$ cat src/rtl/noc_pkg.sv
// Shared types and helpers for the page-rank crossbar: owner FSM states,
// constant clog2 and the page -> owning-port mapping.
package noc_pkg;

    typedef enum logic [1:0] {
        IDLE  = 2'd0,
        QUERY = 2'd1,
        HOLD  = 2'd2
    } owner_state_t;

    function automatic int clog2(input int v);
        int r;
        r = 0;
        for (int i = 0; i < 31; i++) begin
            if ((1 << i) < v) r = i + 1;
        end
        return r;
    endfunction

    // The owning port is the top log2(n) bits of the page id.
    function automatic int owner_of(input logic [31:0] page, input int page_w, input int n);
        return int'(page >> (page_w - clog2(n)));
    endfunction

endpackage

$ cat src/rtl/noc_page_xbar_if.sv
// Crossbar bus: per-port request, owner query/reply and response channels.
// master = ports/owners attached to the network, slave = the network itself.
interface noc_page_xbar_if #(
    parameter int N      = 4,
    parameter int PAGE_W = 6,
    parameter int DATA_W = 16
);
    logic [N-1:0]                     req_valid;
    logic [N-1:0][PAGE_W-1:0]         req_page;
    logic [N-1:0]                     req_ready;
    logic [N-1:0]                     query_valid;
    logic [N-1:0][PAGE_W-1:0]         query_page;
    logic [N-1:0]                     reply_valid;
    logic [N-1:0][DATA_W-1:0]         reply_data;
    logic [N-1:0]                     resp_valid;
    logic [N-1:0][DATA_W+PAGE_W-1:0]  resp_data;

    modport master (
        output req_valid, req_page, reply_valid, reply_data,
        input  req_ready, query_valid, query_page, resp_valid, resp_data
    );

    modport slave (
        input  req_valid, req_page, reply_valid, reply_data,
        output req_ready, query_valid, query_page, resp_valid, resp_data
    );
endinterface

$ cat src/rtl/noc_rr_arb.sv
// N-way round-robin arbiter: search starts at ptr; ptr moves one past the
// winner on every grant and holds when nothing is granted.
module noc_rr_arb
    import noc_pkg::*;
#(
    parameter int N = 4
) (
    input  logic         clk,
    input  logic         reset,
    input  logic [N-1:0] req,
    output logic [N-1:0] grant,
    output logic         gnt_valid
);
    localparam int PW = clog2(N);

    logic [PW-1:0] ptr, idx, gnt_idx;

    // N is a power of two, so the PW-bit add wraps the search naturally.
    always_comb begin
        grant     = '0;
        gnt_valid = 1'b0;
        gnt_idx   = ptr;
        idx       = '0;
        for (int k = 0; k < N; k++) begin
            idx = ptr + PW'(k);
            if (!gnt_valid && req[idx]) begin
                grant[idx] = 1'b1;
                gnt_valid  = 1'b1;
                gnt_idx    = idx;
            end
        end
    end

    always_ff @(posedge clk or posedge reset) begin
        if (reset)          ptr <= '0;
        else if (gnt_valid) ptr <= gnt_idx + PW'(1);
    end
endmodule

$ cat src/rtl/noc_page_xbar.sv
// N-port page-rank crossbar: per-source request FIFOs, per-owner query FSMs,
// round-robin arbitration on query and response paths. Optional NOC_PERF_EN adds perf_stall.
module noc_page_xbar
    import noc_pkg::*;
#(
    parameter int N      = 4,
    parameter int PAGE_W = 6,
    parameter int DATA_W = 16,
    parameter int DEPTH  = 32
) (
    input  logic                  clk,
    input  logic                  reset,
    noc_page_xbar_if.slave        bus
`ifdef NOC_PERF_EN
    ,
    output logic [N-1:0][15:0]    perf_stall
`endif
);
    localparam int AW = clog2(DEPTH);
    localparam int CW = AW + 1;
    localparam int OW = clog2(N);
    localparam int RW = DATA_W + PAGE_W;

    logic [N-1:0]              ready, push, pop, head_valid;
    logic [N-1:0][PAGE_W-1:0]  head;

    for (genvar s = 0; s < N; s++) begin : g_fifo
        logic [DEPTH-1:0][PAGE_W-1:0] mem;
        logic [AW-1:0]                wr_ptr, rd_ptr;
        logic [CW-1:0]                count;

        // Ready looks only at occupancy, so a full FIFO rejects even on a pop cycle.
        assign ready[s]      = (count != CW'(DEPTH));
        assign push[s]       = bus.req_valid[s] & ready[s];
        assign head_valid[s] = (count != '0);
        assign head[s]       = mem[rd_ptr];

        always_ff @(posedge clk) begin
            if (push[s]) mem[wr_ptr] <= bus.req_page[s];
        end

        always_ff @(posedge clk or posedge reset) begin
            if (reset) begin
                wr_ptr <= '0;
                rd_ptr <= '0;
                count  <= '0;
            end else begin
                if (push[s]) wr_ptr <= wr_ptr + AW'(1);
                if (pop[s])  rd_ptr <= rd_ptr + AW'(1);
                count <= count + CW'(push[s]) - CW'(pop[s]);
            end
        end
    end

    assign bus.req_ready = ready;

    owner_state_t              state [N];
    owner_state_t              state_nxt [N];
    logic [N-1:0][PAGE_W-1:0]  page_q, sel_page;
    logic [N-1:0][DATA_W-1:0]  data_q;
    logic [N-1:0][OW-1:0]      src_q, sel_src;
    logic [N-1:0][N-1:0]       qreq, qgnt, rreq, rgnt;
    logic [N-1:0]              qgnt_v, rgnt_v, released;
    logic [N-1:0][RW-1:0]      resp_sel, resp_d_q;
    logic [N-1:0]              resp_v_q;

    // qreq[d] is indexed by source, rreq[s] by owner.
    for (genvar d = 0; d < N; d++) begin : g_own
        for (genvar s = 0; s < N; s++) begin : g_src
            assign qreq[d][s] = head_valid[s] && (state[d] == IDLE)
                             && (owner_of(32'(head[s]), PAGE_W, N) == d);
            assign rreq[s][d] = (state[d] == HOLD) && (src_q[d] == OW'(s));
        end
    end

    noc_rr_arb #(.N(N)) u_qarb [N-1:0] (
        .clk       (clk),
        .reset     (reset),
        .req       (qreq),
        .grant     (qgnt),
        .gnt_valid (qgnt_v)
    );

    noc_rr_arb #(.N(N)) u_rarb [N-1:0] (
        .clk       (clk),
        .reset     (reset),
        .req       (rreq),
        .grant     (rgnt),
        .gnt_valid (rgnt_v)
    );

    always_comb begin
        pop      = '0;
        released = '0;
        sel_page = '0;
        sel_src  = '0;
        resp_sel = '0;
        for (int d = 0; d < N; d++) begin
            for (int s = 0; s < N; s++) begin
                if (qgnt[d][s]) begin
                    pop[s]      = 1'b1;
                    sel_page[d] = head[s];
                    sel_src[d]  = OW'(s);
                end
                if (rgnt[s][d]) begin
                    released[d] = 1'b1;
                    resp_sel[s] = {data_q[d], page_q[d]};
                end
            end
        end
    end

    always_comb begin
        for (int d = 0; d < N; d++) begin
            state_nxt[d] = state[d];
            case (state[d])
                IDLE:    if (qgnt_v[d])          state_nxt[d] = QUERY;
                QUERY:   if (bus.reply_valid[d]) state_nxt[d] = HOLD;
                HOLD:    if (released[d])        state_nxt[d] = IDLE;
                default:                         state_nxt[d] = IDLE;
            endcase
        end
    end

    always_ff @(posedge clk or posedge reset) begin
        if (reset) begin
            for (int d = 0; d < N; d++) state[d] <= IDLE;
        end else begin
            state <= state_nxt;
        end
    end

    always_ff @(posedge clk or posedge reset) begin
        if (reset) begin
            page_q   <= '0;
            src_q    <= '0;
            data_q   <= '0;
            resp_v_q <= '0;
            resp_d_q <= '0;
        end else begin
            for (int d = 0; d < N; d++) begin
                if (state[d] == IDLE && qgnt_v[d]) begin
                    page_q[d] <= sel_page[d];
                    src_q[d]  <= sel_src[d];
                end
                if (state[d] == QUERY && bus.reply_valid[d]) data_q[d] <= bus.reply_data[d];
            end
            resp_v_q <= rgnt_v;
            for (int s = 0; s < N; s++) resp_d_q[s] <= rgnt_v[s] ? resp_sel[s] : '0;
        end
    end

    always_comb begin
        bus.query_valid = '0;
        bus.query_page  = '0;
        for (int d = 0; d < N; d++) begin
            if (state[d] == QUERY) begin
                bus.query_valid[d] = 1'b1;
                bus.query_page[d]  = page_q[d];
            end
        end
    end

    assign bus.resp_valid = resp_v_q;
    assign bus.resp_data  = resp_d_q;

`ifdef NOC_PERF_EN
    always_ff @(posedge clk or posedge reset) begin
        if (reset) begin
            perf_stall <= '0;
        end else begin
            for (int s = 0; s < N; s++) begin
                if (bus.req_valid[s] && !ready[s] && perf_stall[s] != 16'hFFFF)
                    perf_stall[s] <= perf_stall[s] + 16'd1;
            end
        end
    end
`endif
endmodule

$ cat src/flat_wrapper.sv
// flat-port wrapper written by rule: the top's interface ports become plain ports
module noc_page_xbar_flat import noc_pkg::*;
#(
    parameter int N      = 4,
    parameter int PAGE_W = 6,
    parameter int DATA_W = 16,
    parameter int DEPTH  = 32
)
  (clk, reset, bus_req_valid, bus_req_page, bus_reply_valid, bus_reply_data, bus_req_ready, bus_query_valid, bus_query_page, bus_resp_valid, bus_resp_data);
  noc_page_xbar_if #(.N(N), .PAGE_W(PAGE_W), .DATA_W(DATA_W)) bus_i ();
  input  logic clk;
  input  logic reset;
  input wire logic [$bits(bus_i.req_valid)-1:0] bus_req_valid;
  input wire logic [$bits(bus_i.req_page)-1:0] bus_req_page;
  input wire logic [$bits(bus_i.reply_valid)-1:0] bus_reply_valid;
  input wire logic [$bits(bus_i.reply_data)-1:0] bus_reply_data;
  output wire logic [$bits(bus_i.req_ready)-1:0] bus_req_ready;
  output wire logic [$bits(bus_i.query_valid)-1:0] bus_query_valid;
  output wire logic [$bits(bus_i.query_page)-1:0] bus_query_page;
  output wire logic [$bits(bus_i.resp_valid)-1:0] bus_resp_valid;
  output wire logic [$bits(bus_i.resp_data)-1:0] bus_resp_data;
  assign bus_i.req_valid = bus_req_valid;
  assign bus_i.req_page = bus_req_page;
  assign bus_i.reply_valid = bus_reply_valid;
  assign bus_i.reply_data = bus_reply_data;
  assign bus_req_ready = bus_i.req_ready;
  assign bus_query_valid = bus_i.query_valid;
  assign bus_query_page = bus_i.query_page;
  assign bus_resp_valid = bus_i.resp_valid;
  assign bus_resp_data = bus_i.resp_data;
  noc_page_xbar #(.N(N), .PAGE_W(PAGE_W), .DATA_W(DATA_W), .DEPTH(DEPTH)) u_core (.clk(clk), .reset(reset), .bus(bus_i));
endmodule
$ cat config.mk
export PLATFORM = sky130hd
export DESIGN_NAME = noc_page_xbar_flat
export DESIGN_NICKNAME = d
export VERILOG_FILES = /design/src/rtl/noc_pkg.sv /design/src/rtl/noc_page_xbar_if.sv /design/src/rtl/noc_rr_arb.sv /design/src/rtl/noc_page_xbar.sv /design/src/flat_wrapper.sv
export SDC_FILE = /design/constraint.sdc
export NUM_CORES = 2
export LEC_CHECK = 0
export CELL_PAD_IN_SITES_DETAIL_PLACEMENT = 0
export CELL_PAD_IN_SITES_GLOBAL_PLACEMENT = 1
export CORE_MARGIN = 5
export CORE_UTILIZATION = 56
export DETAILED_ROUTE_END_ITERATION = 10
export PLACE_DENSITY = 0.83
export SYNTH_ARGS = -nofsm -noshare
export SYNTH_HDL_FRONTEND = slang
export SYNTH_SLANG_ARGS = --single-unit
$ cat constraint.sdc
create_clock -name clk -period 14.97 [get_ports clk]
set_input_delay 2.994 -clock clk [delete_from_list [all_inputs] [get_ports clk]]
set_output_delay 2.994 -clock clk [all_outputs]
set_load 0.02 [all_outputs]
==> impl_metrics.ini <==
[global_routing]
grt_max_degree = 88
grt_pass1_vias = 29800
antenna_found_initial = 4
overflow = 0
grt_pass1_wl_um = 184000
grt_usage_pct = 26.4

[finish]
multi_input_area_um2 = 16800
fin_nets = 3545
fill_cells = 5859
drive_above_1_share_pct = 19.1
register_area_um2 = 30000
syn2layout_area_growth_pct = 14.3
instances_no_fill = 4567
utilization_pct = 64.2

[power_and_ir_drop]
powerDensity_nw_per_um2 = 234
ir_worst_vdd_uv = 168
leakage_nw = 19.4

[logic_synthesis]
synth.distinct_cells = 87
synthArstFlopShare_pct = 26.4
ys_warn_count = 0
synth_top_area_share_pct = 48.4
synth_edf_count = 768
syn_area_per_cell_um2 = 15.2
yosysSeqAreaShare_pct = 62.9
netlist_instances = 3143
yosys.area.top_type = edfxtp_1
synthTopCellsByArea = edfxtp_1, dfrtp_1, mux4_2
synth-seq-cells = 1044
synth_area_um2 = 47600
synth_nets = 3345
synth-main-ff-cell = edfxtp_1

[timing]
tightest_slew_ns = 1.32
hold_violations = 0
period_minus_slack_ns = 6.70
setup-tns-final_ns = 0
slew_violations = 0
hold-worst-slack_ns = 0.515
fmax_ghz = 0.149
slew_headroom_pct = 11.9
min_period_over_period_pct = 44.8
rsz0062_at_grt = false
setup_violations = 0
clock_skew_ns = 0.0228

[die]
io_pins = 222
rows = 107
start_util_pct = 56.2
dieArea_um2 = 91000
coreArea_um2 = 84700
die_x_um = 302
die_h_um = 302

[placed_design]
placed_cells = 4382
port_buffers = 221
hpwlAfterDp_um = 81000
gp_routability_congestion = 0.901

[worst_setup_path]
critical-path-slowest-cell = dfrtp_2
crit_path_start_kind = register
required_ns = 15.56
cp.arrival_ns = 7.29
worstPathCellList = buf_4 > mux4_2 > a22o_1 > a311o_1 > o21a_1 > nor3_1 > a21boi_1 > and3_1 > o22a_1 > a221o_1 > or3_4 > ha_1 > inv_1 > ha_1 > fa_1 > a21oi_1 > nor2_1 > nor2_1 > xnor2_1
critPathMaxStageDelay_ns = 0.89
crit_path_end_kind = register
critPathMaxFanout = 31
critPathKind = reg -> reg
startpoint = u_core.g_fifo[3].rd_ptr[0]$_DFFE_PP0N_
r2r_start = u_core.g_fifo[3].rd_ptr[0]$_DFFE_PP0N_

[status]
status = finished clean

[drt]
num_vias = 29500
drtPass1Iterations = 6
wire_per_inst_um = 26.4
route.detailed.drc = 0
drt_iter0_drc = 3177
final_antenna_net_count = 0
via_per_inst = 6.45
wl_um = 121000

[clock_tree]
htreeDepth = 3
ctsHoldBuffers = 0
clockBufferDepth = 3
clk_latency_ns = 0.69
cts_tree = done
cts-resized-gates = 0
numCtsBuffers = 103
post-cts-setup-buffers = 0
clk_pin_slew_ns = 0.06
clock_sinks = 1044
root_buffer = clkbuf_16

[hold_path]
hp-class = reg -> reg
min_from = u_core.g_fifo[3].count[0]$_DFF_PP0_

[flow_run]
maxCapViolCount = 0
-- area by class of cell --
cell class                 instances  share of cell area, %
antenna                            3                 0.0138
clock buffer                     129                   5.10
clock inverter                    53                   1.08
inverter                          93                  0.655
multi-input combinational       1837                   30.8
sequential                      1044                   55.1
tap                             1144                   2.63
timing repair buffer             264                   4.66
-- cell usage after synthesis, types with 23 or more instances --
cell type and count:
dfrtp_1 276, a22oi_1 116, a221oi_1 26, o22ai_1 32, and2_1 43, xnor2_1 34, mux2_2 181, nand2_1 82
edfxtp_1 768, nand3_1 32, ha_1 100, inv_1 92, mux2i_1 61, a31oi_1 24, nor3_1 29, nor3b_1 23
clkbuf_1 121, o21ai_0 40, a21oi_1 137, nor2_1 300, mux4_2 214
-- worst paths after layout --
check                           slack (ns)                                endpoint  cells past startpoint
worst min-delay path                  0.52     u_core.g_fifo[3].count[0]$_DFF_PP0_                      1
worst min register to register        0.52     u_core.g_fifo[3].count[0]$_DFF_PP0_                      1
min in group asynchronous             2.76  u_core.g_fifo[3].wr_ptr[0]$_DFFE_PP0P_                      2
worst max-delay path                  8.27     u_core.g_fifo[0].count[4]$_DFF_PP0_                     19
max in group asynchronous             9.02      u_core.bus.resp_data[40]$_DFF_PP0_                      5
worst max register to register        8.27     u_core.g_fifo[0].count[4]$_DFF_PP0_                     19
-- worst max-delay path: cells and delay by family, from the launching register on --
kind / cells / cell delay, ns
xor gates and xnor gates: 1 / 0.16
and+or+nand+nor: 5 / 1.35
DFF: 1 / 0.89
muxes: 1 / 0.59
buffers and inverters: 2 / 0.64
adders and majority gates: 3 / 0.89
AOI/OAI and AO/OA: 7 / 2.07
-- placed cells by master (no fill, tap or decap), drive strengths merged, types with 12 or more instances in the layout --
master / netlist / layout
nand2b: 22 / 22
edfxtp: 768 / 768
mux2i: 61 / 61
nand3b: 22 / 22
o221ai: 19 / 19
xnor2: 34 / 34
nand4: 22 / 22
a221o: 14 / 14
inv: 92 / 95
mux4: 214 / 214
nor3b: 24 / 24
xor2: 21 / 21
o21ai: 41 / 41
nand3: 32 / 32
a22oi: 116 / 116
ha: 100 / 100
a31oi: 24 / 24
nand2: 82 / 82
a211oi: 20 / 20
clkdlybuf4s50: 0 / 221
mux2: 183 / 183
or3b: 13 / 13
clkbuf: 121 / 129
nor2: 300 / 300
buf: 48 / 43
nor3: 29 / 29
a22o: 15 / 15
or3: 23 / 23
a21oi: 137 / 137
o22ai: 32 / 32
a221oi: 29 / 29
a41oi: 12 / 12
nor2b: 17 / 17
clkinv: 1 / 40
dfrtp: 276 / 276
and2: 43 / 43
-- metal layers --
layer	GRT usage, %	wire, um	vias to the layer above
met1	36.9	48100	15100
met5	0	0	-
li1	-	-	12700
met2	43.3	59200	1403
met4	8.84	4240	0
met3	3.98	8990	261
-- state kept, by name (all words and copies together) (netlist names) --
name	count
u_core.g_fifo.wr_ptr	20
u_core.data_q	64
u_core.g_fifo.rd_ptr	20
u_core.u_rarb.ptr	8
u_core.state	8
u_core.bus.resp_data	88
u_core.bus.resp_valid	4
u_core.src_q	8
u_core.g_fifo.count	24
u_core.u_qarb.ptr	8
u_core.g_fifo.mem	768
u_core.page_q	24
-- stage by stage --
| step | power, mW | setup WS (ns) | area, um^2 |
|---|---|---|---|
| floorplan | 8.29 | 4.37 | 47600 |
| global placement | 9.99 | 8.34 | 51100 |
| detailed placement | 10.2 | 8.21 | 51100 |
| CTS | 12.7 | 8.17 | 54400 |
| global route | 13.4 | 7.65 | 54400 |
| finish | 12.8 | 8.27 | 54400 |
-- cell families after synthesis --
logic type / count (synthesis) / synth area share, %
compound gates: 550 / 8.19
xor+xnor: 57 / 1.11
fa+ha+maj: 104 / 2.79
buf+inv: 262 / 2.27
flops: 1044 / 62.9
mux: 458 / 15.7
simple gates: 668 / 7.00
-- report_power, final --
| group | total [mW] | leakage, nW | internal [mW] | switching, mW |
|---|---|---|---|---|
| combinational | 5.97 | 7.40 | 2.56 | 3.40 |
| sequential | 4.22 | 10.3 | 3.62 | 0.599 |
| clock | 2.56 | 1.65 | 1.47 | 1.09 |
Note: power is estimated with default switching activity, not from simulation.
